File: config.mk
export PLATFORM = sky130hd
export DESIGN_NAME = mem_port_arbiter
export DESIGN_NICKNAME = d
export VERILOG_FILES = /design/src/rtl/mem_port_arbiter.sv
export SDC_FILE = /design/constraint.sdc
export NUM_CORES = 1
export LEC_CHECK = 0
export BUFFER_PORTS_ARGS = -buffer_cell sky130_fd_sc_hd__buf_2
export CORE_MARGIN = 8
export CORE_UTILIZATION = 46
export CTS_CLUSTER_DIAMETER = 30
export DETAILED_ROUTE_END_ITERATION = 6
export GPL_TIMING_DRIVEN = 0
export PLACE_DENSITY = 0.79
export SLEW_MARGIN = 30
export SYNTH_ARGS = -nofsm -noshare
export SYNTH_HDL_FRONTEND = slang
export SYNTH_SLANG_ARGS = --single-unit
File: constraint.sdc
create_clock -name clk -period 2 [get_ports clk]
set_input_delay 0.3 -clock clk [delete_from_list [all_inputs] [get_ports clk]]
set_output_delay 0.3 -clock clk [all_outputs]
set_load 0.02 [all_outputs]
File: src/rtl/mem_port_arbiter.sv
// Arbitrates one single-port synchronous RAM between instruction fetch and load/store.
// Each grant runs IDLE -> ISSUE -> (WAIT) -> DONE; all outputs come straight from flops.
module mem_port_arbiter #(
  parameter int AW      = 11,
  parameter int DW      = 32,
  parameter int RAM_LAT = 1
) (
  input  logic          clk,
  input  logic          rst,
  input  logic          if_req,
  input  logic [AW-1:0] if_addr,
  output logic [DW-1:0] if_rdata,
  output logic          if_ack,
  input  logic          d_req,
  input  logic          d_we,
  input  logic [AW-1:0] d_addr,
  input  logic [DW-1:0] d_wdata,
  output logic [DW-1:0] d_rdata,
  output logic          d_ack,
  output logic          ram_ena,
  output logic          ram_we,
  output logic [AW-1:0] ram_addr,
  output logic [DW-1:0] ram_wdata,
  input  logic [DW-1:0] ram_rdata,
  output logic          busy
);

  typedef enum logic [1:0] {IDLE, ISSUE, WAIT, DONE} state_t;

  state_t     state, state_n;
  logic [1:0] cnt, cnt_n;
  logic       last_d;   // last grant went to the data port
  logic       g_d;      // current transaction belongs to the data port
  logic       g_we;
  logic       grant, pick_d, cap, fin;

  always_comb begin
    state_n = state;
    cnt_n   = cnt;
    grant   = 1'b0;
    pick_d  = 1'b0;
    cap     = 1'b0;
    fin     = 1'b0;
    case (state)
      IDLE: if (if_req || d_req) begin
        grant   = 1'b1;
        // On conflict the port that did not win last time goes first.
        pick_d  = d_req && (!if_req || !last_d);
        state_n = ISSUE;
      end
      ISSUE: if (g_we) begin
        fin     = 1'b1;
        state_n = DONE;
      end else begin
        cnt_n   = 2'(RAM_LAT - 1);
        state_n = WAIT;
      end
      WAIT: if (cnt != 2'd0) begin
        cnt_n = cnt - 2'd1;
      end else begin
        cap     = 1'b1;
        fin     = 1'b1;
        state_n = DONE;
      end
      DONE:    state_n = IDLE;
      default: state_n = IDLE;
    endcase
  end

  always_ff @(posedge clk) begin
    if (rst) begin
      state     <= IDLE;
      cnt       <= '0;
      last_d    <= 1'b0;
      g_d       <= 1'b0;
      g_we      <= 1'b0;
      ram_ena   <= 1'b0;
      ram_we    <= 1'b0;
      ram_addr  <= '0;
      ram_wdata <= '0;
      if_rdata  <= '0;
      d_rdata   <= '0;
      if_ack    <= 1'b0;
      d_ack     <= 1'b0;
      busy      <= 1'b0;
    end else begin
      state   <= state_n;
      cnt     <= cnt_n;
      ram_ena <= grant;
      // Fetches never write, whatever d_we happens to be.
      ram_we  <= grant & pick_d & d_we;
      if (grant) begin
        g_d       <= pick_d;
        g_we      <= pick_d & d_we;
        last_d    <= pick_d;
        ram_addr  <= pick_d ? d_addr : if_addr;
        ram_wdata <= pick_d ? d_wdata : '0;
      end
      if (cap) begin
        if (g_d) d_rdata  <= ram_rdata;
        else     if_rdata <= ram_rdata;
      end
      if_ack <= fin & ~g_d;
      d_ack  <= fin & g_d;
      busy   <= (state_n != IDLE);
    end
  end

endmodule
* Word level (Yosys, flattened, before mapping)
Index checks and enable logic that the tools add are counted.
** Operators by class
- Add/sub/neg operators :: 1
- $mul :: 0
- Div/mod/pow operators :: 0
- $lt $le $gt $ge :: 0
- Eq/ne operators :: 5
- Shift-type cells :: 0
- Mux-type cells :: 17
- Bitwise gates (word level) :: 6
- Reductions and logical operators :: 12
** Operator list (number)
- $mux 32 :: 1
- $mux 11 :: 1
- $mux 1 :: 8
- $mux 2 :: 4
- $pmux 2 s4 :: 1
- $reduce_bool 2->1 :: 3
- $and 1x1->1 :: 5
- $eq 2x2->1 const B :: 2
- $ne 2x2->1 const B :: 2
- $pmux 2 s2 :: 1
- $reduce_and 2->1 :: 2
- $reduce_and 3->1 :: 1
- $eq 2x1->1 const B :: 1
- $logic_not 1->1 :: 2
- $logic_not 2->1 :: 1
- $logic_or 1x1->1 :: 2
- $pmux 1 s2 :: 1
- $sub 2x1->2 const B :: 1
- $logic_and 1x1->1 :: 1
- $not 1->1 :: 1
** Storage, ports and cells
- Register bits :: 118
- Latch bits :: 0
- RAM bits :: 0
- Bits in read-only memories :: 0
- Input port bits :: 91
- Output and inout bits :: 112
- Word-level logic and storage cells :: 54
- Memories :: 0

* Logic depth before layout (Yosys ltp)
- Word-level depth :: 7
- Mapped depth :: 8
- Depth with buffers taken out :: 5

* Worst setup path before layout
OpenSTA, ideal clock, no wires.
- Path kind :: register -> register
- Start point :: reg state[0]
- End point :: reg ram_addr[0]
- Setup time :: 0.112 ns
- Arrival time :: 1.505 ns
- Required time :: 1.888 ns
- Slack :: 0.383 ns
- Cell stages (with the launch flop) :: 8
- Buffers on the path :: 2
- Period minus slack after synthesis :: 1.617 ns
- Cell sequence :: dfxtp_1 inv_1 ha_1 and2_1 buf_6 and2_4 buf_6 a2111oi_1
** On the way
- Word-level cells in the longest chain between the ends :: 3
- Elaborated cells on any way between the ends :: 4
- Those cells by class :: 3 x mux; 1 x reduce/logical
** RTL lines
- start, declared :: line 30 : state_t state, state_n;
- start signal, assigned :: line 87 : state <= state_n;
- $logic_not 2->1 (*) :: line 44 : case (state)
- $mux 1 :: line 44
- $mux 11 :: line 96 : ram_addr <= pick_d ? d_addr : if_addr;
- end signal, assigned :: line 96
- end, declared :: line 22 : output logic [AW-1:0] ram_addr,
Every way passes the cells marked *; elsewhere a longest branch is shown, timed or not.
A chain may end at the register's enable or synchronous reset.

* Worst setup path in the final report
- Start point :: reg state[0]
- End point :: reg d_rdata[8]
** On the way
- Word-level cells in the longest chain between the ends :: 3
** RTL lines
- $eq 2x2->1 :: line 44
- $mux 1 :: line 44
- $reduce_and 2->1 (no source line)
- end signal, assigned :: line 100 : if (g_d) d_rdata <= ram_rdata;
- end, declared :: line 18 : output logic [DW-1:0] d_rdata,
Every way passes these cells.

==> results.toml <==
[outcome]
outcome = "finished clean"

[synthesis]
synth_seq_cells = 118
synth_fa_ha_area_share_pct = 1.45
synthCells = 506
post_synth_mux_area_share_pct = 0
synth-compound-area-share_pct = 20.5
ys_warn_count = 0
synth_nets = 602
yosys.area_share.simple_pct = 17.6
synth.yosys.seq_area_share_pct = 54.6
yosys.area.top_type_share_pct = 54.6
synthTopCellsByArea = "dfxtp_1, nand2_1, a21oi_1"
syn_avg_cell_area_sq_um = 8.56
yosys.area.top_type = "dfxtp_1"
ys.flop_type = "dfxtp_1"
synth_top_family_by_area = "compound AO/OA/AOI/OAI gates"
postSynth.asyncResetShare_pct = 0
synth_area_sq_mm = 0.00433
yosys.area_share.xor_xnor_pct = 0
ys_types = 32
synth_enable_flop_cells = 0

[setup_path]
cp.arrival_ns = 2.27
cp-end-kind = "register"
slowest_stage = "clkbuf_1"
crit_start = "state[0]$_SDFF_PP0_"
r2r-start = "state[0]$_SDFF_PP0_"
worstSetupStartpointType = "register"
crit_chain = "inv_1 > ha_1 > buf_2 > nand3_1 > clkbuf_1 > nand2_1 > a21oi_1"
worstSetupPathType = "reg2reg"
critical_path_required_ns = 2.44
path_max_fanout = 10
max_stage_delay_ns = 0.46

[place]
place_hpwl_um = 10700
gp_congestion = 0.815
placed_cell_area_sq_mm = 0.00547
numPortBuffers = 201

[floorplanning]
die_y_um = 113
std_cell_rows = 35
ioPinCount = 203
dieWidth_um = 113
fp.coreArea_sq_mm = 0.00920
initial_core_util_pct = 47.1
die-area_sq_mm = 0.0128

[detailed_routing]
drc = 0
drtIter0Drc = 324
wl_um = 13900
post_drt_via_cell_ratio = 5.35
dr.pass1.iters = 4
dr_total_vias = 4548
post_drt_wl_per_cell_um = 16.3
ant_nets = 0

[power]
leakagePower_nw = 2.75
ir_drop_mv = 0.740
p_per_area_mw_per_mm2 = 1410

[hold_path]
min_from = "d_addr[7]"
hold_path_class = "in2reg"

[timing]
post-route-period-util_pct = 91.5
fin_tns_setup_ns = 0
fmax_ghz = 0.546
timing.final.crit_period_ns = 1.83
rsz0062_at_grt = "false"
slew_headroom_pct = 56.8
setup_violations = 0
finClkSkew_ns = 0.0104
finalMaxSlewViolations = 0
tightest_slew_ns = 0.643
finalHoldViolCount = 0

[clocking]
htree_num_levels = 4
ctsHoldBuffers = 0
cts.path.max_buffers = 2
clkTransAtPathRegs_ns = 0.06
cts_tree = "done"
root_buffer = "clkbuf_8"
clk_latency_ns = 0.52
cts_made_buffers = 17
clock-sinks = 118

[finish]
final_net_count = 822
drive_gt1_share_pct = 33.6
diodes = 0
fin_area_sq_mm = 0.00605
final_common_cell = "buf_2"
area_growth_pct = 39.7
final_cell_mix = "buf_2, nand2_1, dfxtp_1"

[run]
maxCapViolations = 0

[global_routing]
track_usage_pct = 21.1
grt_pass1_wl_um = 21900
grt_pass1_vias = 4597
grt_max_degree = 17
antenna_found_initial = 0
overflow = 0
## power breakdown
group | total [mW] | switching, mW | internal (mW)
registers | 3.07 | 0.253 | 2.81
logic | 2.61 | 1.73 | 0.885
clock network | 2.86 | 1.06 | 1.80
total | 8.53 | 3.04 | 5.50
## Yosys cell counts (all sizes together), types with 2 or more instances
library cell / number
ha: 5
a32oi: 33
inv: 17
a21oi: 68
and2: 2
nor2: 47
and3: 2
buf: 14
nand2: 131
clkbuf: 30
dfxtp: 118
o21ai: 4
a2111oi: 22
## cell type report
cell class	count	area, sq um
Tap cell	111	139
Inverter	17	63.8
Buffer	44	194
Sequential cell	118	2360
Clock buffer	20	435
Multi-Input combinational cell	327	1720
Timing Repair Buffer	201	1010
Fill cell	754	3150
Clock inverter	12	130
## state kept, by name (all words and copies together), names as in the netlist
| name | cells |
|---|---|
| ram_wdata | 32 |
| if_ack | 1 |
| d_rdata | 32 |
| if_rdata | 32 |
| ram_addr | 11 |
| g_we | 1 |
| busy | 1 |
| ram_ena | 1 |
| cnt | 2 |
| ram_we | 1 |
| d_ack | 1 |
| state | 2 |
| g_d | 1 |
## timing repair
| action | 4_1_cts | 5_1_grt |
|---|---|---|
| setup endpoints to repair | 0 | 2 |
| gates resized for setup | 0 | 3 |
| buffers inserted | 0 | 0 |
## path summary, 6_finish.rpt
| check | to | slack, ns | cells past startpoint |
|---|---|---|---|
| max | d_rdata[8]$_SDFFE_PP0P_ | 0.17 | 7 |
| min | ram_addr[7]$_SDFFE_PP0P_ | 0.03 | 3 |
| max reg2reg | d_rdata[8]$_SDFFE_PP0P_ | 0.17 | 7 |
| min reg2reg | d_rdata[25]$_SDFFE_PP0P_ | 0.45 | 2 |
## routing by layer
metal | share of wire, % | vias to the layer above | wire, um | track usage, %
met1 | 38 | 2138 | 5280 | 22.0
met3 | 9.3 | 21 | 1300 | 8.79
met2 | 51 | 196 | 7040 | 37.1
met5 | 0 | - | 0 | 0
met4 | 1.8 | 0 | 243 | 7.82
li1 | - | 2193 | - | -
## worst max-delay path: cells and delay by family, from the launching register on
kind,cells,cell delay [ns]
compound gates,1,0.15
fa+ha+maj,1,0.19
buf+inv,3,0.73
flops,1,0.38
simple gates,2,0.31
## stage by stage
stage	util [%]	hold WS, ns	power (mW)	worst slack [ns]	std cells
after global routing	65.7	0.0250	8.96	0.0133	850
after floorplan	-	0.436	4.79	0.383	506
final	65.7	0.0306	8.53	0.170	850
after detailed placement	59.5	0.443	5.71	0.197	818
after global placement	59.5	0.438	5.61	0.254	818
after CTS	65.7	0.0196	8.57	0.151	850
## cell families after synthesis
logic type                 after synthesis
and+or+nand+nor                        191
AOI/OAI and AO/OA                      131
DFF                                    118
buffers and inverters                   61
adders and majority gates                5
No activity file was read; power rests on OpenSTA's default activity.
